--- src/rtl/noc_vc_alloc_bridge.sv ---
// Steers packets from one flit input onto NUM_VC virtual channels, locking a whole packet to one round-robin VC.
// Optional orphan-flit dropping and counting: define NOC_VC_ALLOC_BRIDGE_ERRCHK_EN.
module noc_vc_alloc_bridge #(
  parameter int DATA_W = 64,
  parameter int NUM_VC = 4
) (
  input  logic              noc_clk,
  input  logic              noc_rst,
  input  logic              Noc_receive_valid,
  output logic              Noc_receive_ready,
  input  logic [DATA_W-1:0] Noc_receive_flit,
  input  logic              Noc_receive_is_header,
  input  logic              Noc_receive_is_tail,
  output logic [NUM_VC-1:0] Noc_sender_valid,
  input  logic [NUM_VC-1:0] Noc_sender_ready,
  input  logic [NUM_VC-1:0] Noc_sender_VCready,
  output logic [DATA_W-1:0] Noc_sender_flit,
  output logic              Noc_sender_is_header,
  output logic              Noc_sender_is_tail
`ifdef NOC_VC_ALLOC_BRIDGE_ERRCHK_EN
  ,
  output logic              err_orphan,
  output logic [7:0]        err_cnt
`endif
);

  // state  | meaning
  // S_IDLE | waiting for a header at the FIFO head and a VCready channel to allocate
  // S_PKT  | VC locked; every popped flit goes to r_lock_vc until the tail leaves

  localparam int VW = (NUM_VC > 1) ? $clog2(NUM_VC) : 1;

  typedef enum logic {S_IDLE, S_PKT} state_t;

  typedef struct packed {
    logic              hdr;
    logic              tail;
    logic [DATA_W-1:0] flit;
  } entry_t;

  entry_t            r_mem [2];
  logic              r_wr_ptr;
  logic              r_rd_ptr;
  logic [1:0]        r_count;
  state_t            r_state;
  logic [NUM_VC-1:0] r_lock_vc;
  logic [VW-1:0]     r_last_grant;
  logic              r_out_vld;
  entry_t            r_out;
  logic [NUM_VC-1:0] r_out_tag;

  entry_t            w_head;
  logic              w_empty;
  logic              w_wr;
  logic              w_consumed;
  logic              w_stage_free;
  logic              w_hdr_ok;
  logic              w_drop;
  logic              w_alloc;
  logic              w_fwd;
  logic              w_pop;
  logic              w_any_ready;
  logic [VW-1:0]     w_grant_idx;
  logic [NUM_VC-1:0] w_grant_oh;

  assign Noc_receive_ready = (r_count != 2'd2);
  assign w_wr              = Noc_receive_valid & Noc_receive_ready;
  assign w_empty           = (r_count == 2'd0);
  assign w_head            = r_mem[r_rd_ptr];
  assign w_consumed        = r_out_vld & (|(Noc_sender_ready & r_out_tag));
  assign w_stage_free      = ~r_out_vld | w_consumed;

`ifdef NOC_VC_ALLOC_BRIDGE_ERRCHK_EN
  logic       r_err_orphan;
  logic [7:0] r_err_cnt;

  assign w_hdr_ok   = w_head.hdr;
  assign w_drop     = (r_state == S_IDLE) & ~w_empty & ~w_head.hdr;
  assign err_orphan = r_err_orphan;
  assign err_cnt    = r_err_cnt;
`else
  // Without checking, whatever reaches the head in S_IDLE opens a packet.
  assign w_hdr_ok = 1'b1;
  assign w_drop   = 1'b0;
`endif

  assign w_alloc = (r_state == S_IDLE) & ~w_empty & w_hdr_ok & w_any_ready;
  assign w_fwd   = (r_state == S_PKT) & ~w_empty & w_stage_free;
  assign w_pop   = w_fwd | w_drop;

  always_comb begin : rr_search
    int            j;
    logic [VW-1:0] idx;
    j           = 0;
    idx         = '0;
    w_any_ready = 1'b0;
    w_grant_idx = '0;
    for (int k = 1; k <= NUM_VC; k++) begin
      j = int'(r_last_grant) + k;
      if (j >= NUM_VC) j = j - NUM_VC;
      idx = VW'(j);
      if (!w_any_ready && Noc_sender_VCready[idx]) begin
        w_any_ready = 1'b1;
        w_grant_idx = idx;
      end
    end
  end

  assign w_grant_oh = {{(NUM_VC-1){1'b0}}, 1'b1} << w_grant_idx;

  assign Noc_sender_valid     = r_out_vld ? r_out_tag  : '0;
  assign Noc_sender_flit      = r_out_vld ? r_out.flit : '0;
  assign Noc_sender_is_header = r_out_vld & r_out.hdr;
  assign Noc_sender_is_tail   = r_out_vld & r_out.tail;

  always_ff @(posedge noc_clk) begin
    if (noc_rst) begin
      r_mem[0]     <= '0;
      r_mem[1]     <= '0;
      r_wr_ptr     <= 1'b0;
      r_rd_ptr     <= 1'b0;
      r_count      <= 2'd0;
      r_state      <= S_IDLE;
      r_lock_vc    <= '0;
      r_last_grant <= VW'(NUM_VC - 1);
      r_out_vld    <= 1'b0;
      r_out        <= '0;
      r_out_tag    <= '0;
`ifdef NOC_VC_ALLOC_BRIDGE_ERRCHK_EN
      r_err_orphan <= 1'b0;
      r_err_cnt    <= 8'd0;
`endif
    end else begin
      if (w_wr) begin
        r_mem[r_wr_ptr] <= '{hdr: Noc_receive_is_header, tail: Noc_receive_is_tail,
                             flit: Noc_receive_flit};
        r_wr_ptr        <= ~r_wr_ptr;
      end
      if (w_pop) r_rd_ptr <= ~r_rd_ptr;
      r_count <= r_count + {1'b0, w_wr} - {1'b0, w_pop};

      if (w_fwd) begin
        r_out_vld <= 1'b1;
        r_out     <= w_head;
        r_out_tag <= r_lock_vc;
      end else if (w_consumed) begin
        r_out_vld <= 1'b0;
      end

      // Allocation takes its own cycle; the header is popped next cycle from S_PKT.
      case (r_state)
        S_IDLE: begin
          if (w_alloc) begin
            r_lock_vc    <= w_grant_oh;
            r_last_grant <= w_grant_idx;
            r_state      <= S_PKT;
          end
        end
        S_PKT: begin
          if (w_fwd && w_head.tail) r_state <= S_IDLE;
        end
        default: r_state <= S_IDLE;
      endcase

`ifdef NOC_VC_ALLOC_BRIDGE_ERRCHK_EN
      r_err_orphan <= w_drop;
      if (w_drop && (r_err_cnt != 8'hFF)) r_err_cnt <= r_err_cnt + 8'd1;
`endif
    end
  end

endmodule

--- config.mk ---
export PLATFORM = sky130hd
export DESIGN_NAME = noc_vc_alloc_bridge
export DESIGN_NICKNAME = d
export VERILOG_FILES = /design/src/rtl/noc_vc_alloc_bridge.sv
export SDC_FILE = /design/constraint.sdc
export NUM_CORES = 1
export LEC_CHECK = 0
export ABC_AREA = 1
export CAP_MARGIN = 20
export CELL_PAD_IN_SITES_DETAIL_PLACEMENT = 0
export CELL_PAD_IN_SITES_GLOBAL_PLACEMENT = 1
export CORE_ASPECT_RATIO = 0.5
export CORE_MARGIN = 2
export CORE_UTILIZATION = 40
export CTS_CLUSTER_SIZE = 12
export DETAILED_ROUTE_END_ITERATION = 10
export DONT_BUFFER_PORTS = 1
export HOLD_SLACK_MARGIN = 0.02
export PLACE_DENSITY_LB_ADDON = 0.1
export SLEW_MARGIN = 20
export SYNTH_ARGS = -nofsm -noshare
export SYNTH_HDL_FRONTEND = slang
export SYNTH_SLANG_ARGS = --single-unit
--- constraint.sdc ---
create_clock -name noc_clk -period 3.9 [get_ports noc_clk]
set_clock_uncertainty 0.15 [all_clocks]
set_input_delay 0.195 -clock noc_clk [delete_from_list [all_inputs] [get_ports noc_clk]]
set_output_delay 0.195 -clock noc_clk [all_outputs]
set_load 0.005 [all_outputs]
==> run summary <==
FF-to-FF End: r_out[32]
Final setup viols: 0
most common library cells after synthesis: 147 x inv_1, 147 x nor2_1, 132 x edfxtp_1
Total Routing Usage GR: 0.1757
Num CTS Buffers: 22
TritonCTS clock tree: built
#FFs+latches synth: 215
clock slew at reported path FFs: 0.06 ns
syn nets: 1016
met2 track demand over resource: 0.2984
maxcap violations: 0
layout cell share with drive strength beyond 1: 0.06972
Top Ports: 148
Tmin final: 3.070 ns
Power Total: 6.547 mW
# placed instances: 1198
Achievable Freq: 325.7 MHz
Yosys top cell area share: 0.4320
worst-path maximum fanout: 74
Internal Power: 4.505 mW
yosys warns: 0
HP Start: noc_rst
status: completed
LEAKAGE: 4.790 nW
clock tree sinks: 215
die area: 24240 um2
Pwr Density: 608.4 nW/um2
DRC violation count after routing: 0
drt initial violations: 299
Synth-to-Final Area Change: 17.29%
RSZ-0062 raised after global routing: no
crit start category: register
Buffers & Inverters on Critical Path: 3
Async S/R FF share, synth: 0
NetSw: 2.042 mW
drt total wl: 21.01 mm
DR vias/cell: 4.722
Antenna Violating Nets Remaining: 0
WL/cell: 16.03 um
final setup margin: 0.8296 ns
Mapped Cells: 937
Root Driver: clkbuf_16
Sw Share: 0.3119
initial antenna violation count: 0
Slew Limit Fails: 0
hold path endpoint: r_out[50]
met1 Use GR: 0.2367
R2R setup slack: 0.83 ns
CTS HTree Levels: 1
CTS max path bufs: 3
hold crit path type: input port to register
Crit Path Class: register to register
Post-synth EDFFs: 132
worst-margin pin slew: 1.049 ns
hold depth: 3
r2r startpoint: r_out_tag[3]
part of the power in registers: 0.475
chip height: 111.1 um
cells on worst reg2reg path: 10
CP peak stage delay: 0.66 ns
area leader, netlist: edfxtp_1
syn_area_per_cell: 9.792 um2
synth top area cells: edfxtp_1 43%, dfxtp_1 18%, mux2i_1 7.1%
library cells used by synthesis: 30
peak supply drop: 0.2575 mV
Clock power frac: 0.298
sequential area share after synthesis: 0.6131
Final Net Count: 1067
filler instances: 2200
first-pass GRT wire length: 33.80 mm
largest net degree at the start of global routing: 75
initial core utilization: 0.4052
Netlist Area Pre-Place: 9175 um2
I/O Buffers: 0
clk_lat worst skew: 0.50 ns
GP Congestion: 0.7841
vias in the first global route: 6341
First-pass DRT Iterations: 4
Place WS: 1.395 ns
core area: 22640 um2
Tcrit/Tclk final: 0.7873
final setup TNS: 0 ns
most used cell, CP: nand2_1
row count: 39
Main synth FF type: edfxtp_1
total number of vias: 6190
DP Wirelength: 11.98 mm
busiest grt layer: met2
Slew headroom: 0.3004
antenna cells: 0
Die Wd: 218.2 um
Setup crit end kind: register
crit path cell chain: nand2_1 > nand2_1 > a221oi_2 > dlygate4sd3_1 > nand2_1 > nand2_2 > inv_4 > buf_4 > o21ai_0 > a21oi_1
met3 Track Usage GR: 0.02908
Comb pwr share: 0.226
Final Hold Fails: 0
post-CTS sizing: 0
Layout Cells excl Fill: 1311
CP top delay family: buffers and inverters
GRT Residual Overflow: 0
Arr. time, crit path: 3.35 ns
slowest cell on the critical path: buf_4
Required @ worst endpoint: 4.18 ns
[worst max-delay path by stage]
stage                  from            to  slack, ns  cells after the start
2_1_floorplan    r_count[0]   r_mem[0][0]       0.83                      8
3_3_place_gp        noc_rst  r_mem[1][31]       1.46                      3
3_5_place_dp   r_out_tag[3]     r_out[32]       1.39                      9
4_1_cts        r_out_tag[3]     r_out[32]       0.79                     10
5_1_grt        r_out_tag[3]     r_out[35]       0.47                     10
6_report       r_out_tag[3]     r_out[32]       0.83                     10
[worst min-delay path: cells and delay by family]
kind / cells / cell delay [ns]
buf+inv: 1 / 0.26
compound gates: 2 / 0.23
[cells by family (layout without fill, tap and decap cells)]
| group | Yosys count | count (layout) | synth area share |
|---|---|---|---|
| DFF | 215 | 215 | 0.6131 |
| xor gates and xnor gates | 1 | 1 | 0.0009548 |
| and+or+nand+nor | 294 | 294 | 0.1316 |
| AOI/OAI and AO/OA | 153 | 153 | 0.08755 |
| adders and majority gates | 2 | 2 | 0.002727 |
| muxes | 66 | 66 | 0.07214 |
| buffers and inverters | 206 | 273 | 0.09191 |
[final cells by class]
cell class,instances,area [um2],share of cell area
inverters,153,581.8,0.05406
multi-input cells,516,2729,0.2536
clock inverters,3,15.01,0.001395
clock buffers,37,638.1,0.05930
well taps,307,384.1,0.03569
repair buffers,80,783.3,0.07278
flip-flops and latches,215,5630,0.5232
[per-stage QoR]
stage,util,hold WS [ns],cell area (um2)
after floorplan,-,0.2648,9175
after global placement,0.4142,0.1104,9378
after detailed placement,0.4142,0.1110,9378
after CTS,0.4753,0.08224,10760
after global routing,0.4753,0.1450,10760
final,0.4753,0.09314,10760
[flip-flops by register name (all words and copies together), names as in the netlist, named ones only]
signal        count
r_count           2
r_last_grant      2
r_lock_vc         4
r_mem           132
r_out            66
r_out_tag         4
r_out_vld         1
r_rd_ptr          1
r_state           1
r_wr_ptr          1
[power groups by stage]
stage / clock (mW) / sequential [mW] / combinational [mW]
after floorplan: 0 / 3.03 / 1.25
after global placement: 0 / 3.16 / 1.41
after detailed placement: 0 / 3.16 / 1.43
after CTS: 2.00 / 3.11 / 1.51
after global routing: 2.10 / 3.17 / 1.69
final: 1.95 / 3.11 / 1.48
[metal layers]
metal	part of all wire	vias up
met5	0	-
met4	0.017	0
met3	0.040	25
met2	0.47	106
met1	0.48	2934
li1	-	3125
[layout by cell type, fill, tap and decap left out, types with 2 or more instances in the layout]
master / n
nor2_1: 147
inv_1: 146
edfxtp_1: 132
nand2_1: 115
dfxtp_1: 81
o21ai_0: 74
dlygate4sd3_1: 73
a21oi_1: 72
mux2i_1: 65
clkbuf_16: 23
clkbuf_1: 13
nand2_4: 9
nand3_1: 9
nand2_2: 7
buf_4: 7
inv_2: 5
clkinv_2: 3
nand3_2: 2
nor2_2: 2
o211ai_1: 2
a21oi_2: 2
ha_1: 2
[repair_timing]
| item | CTS | global route |
|---|---|---|
| hold endpoints to repair | 142 | 0 |
| hold buffers | 73 | 0 |
| setup buffers | 0 | 0 |
No activity file was read; power rests on OpenSTA's default activity.
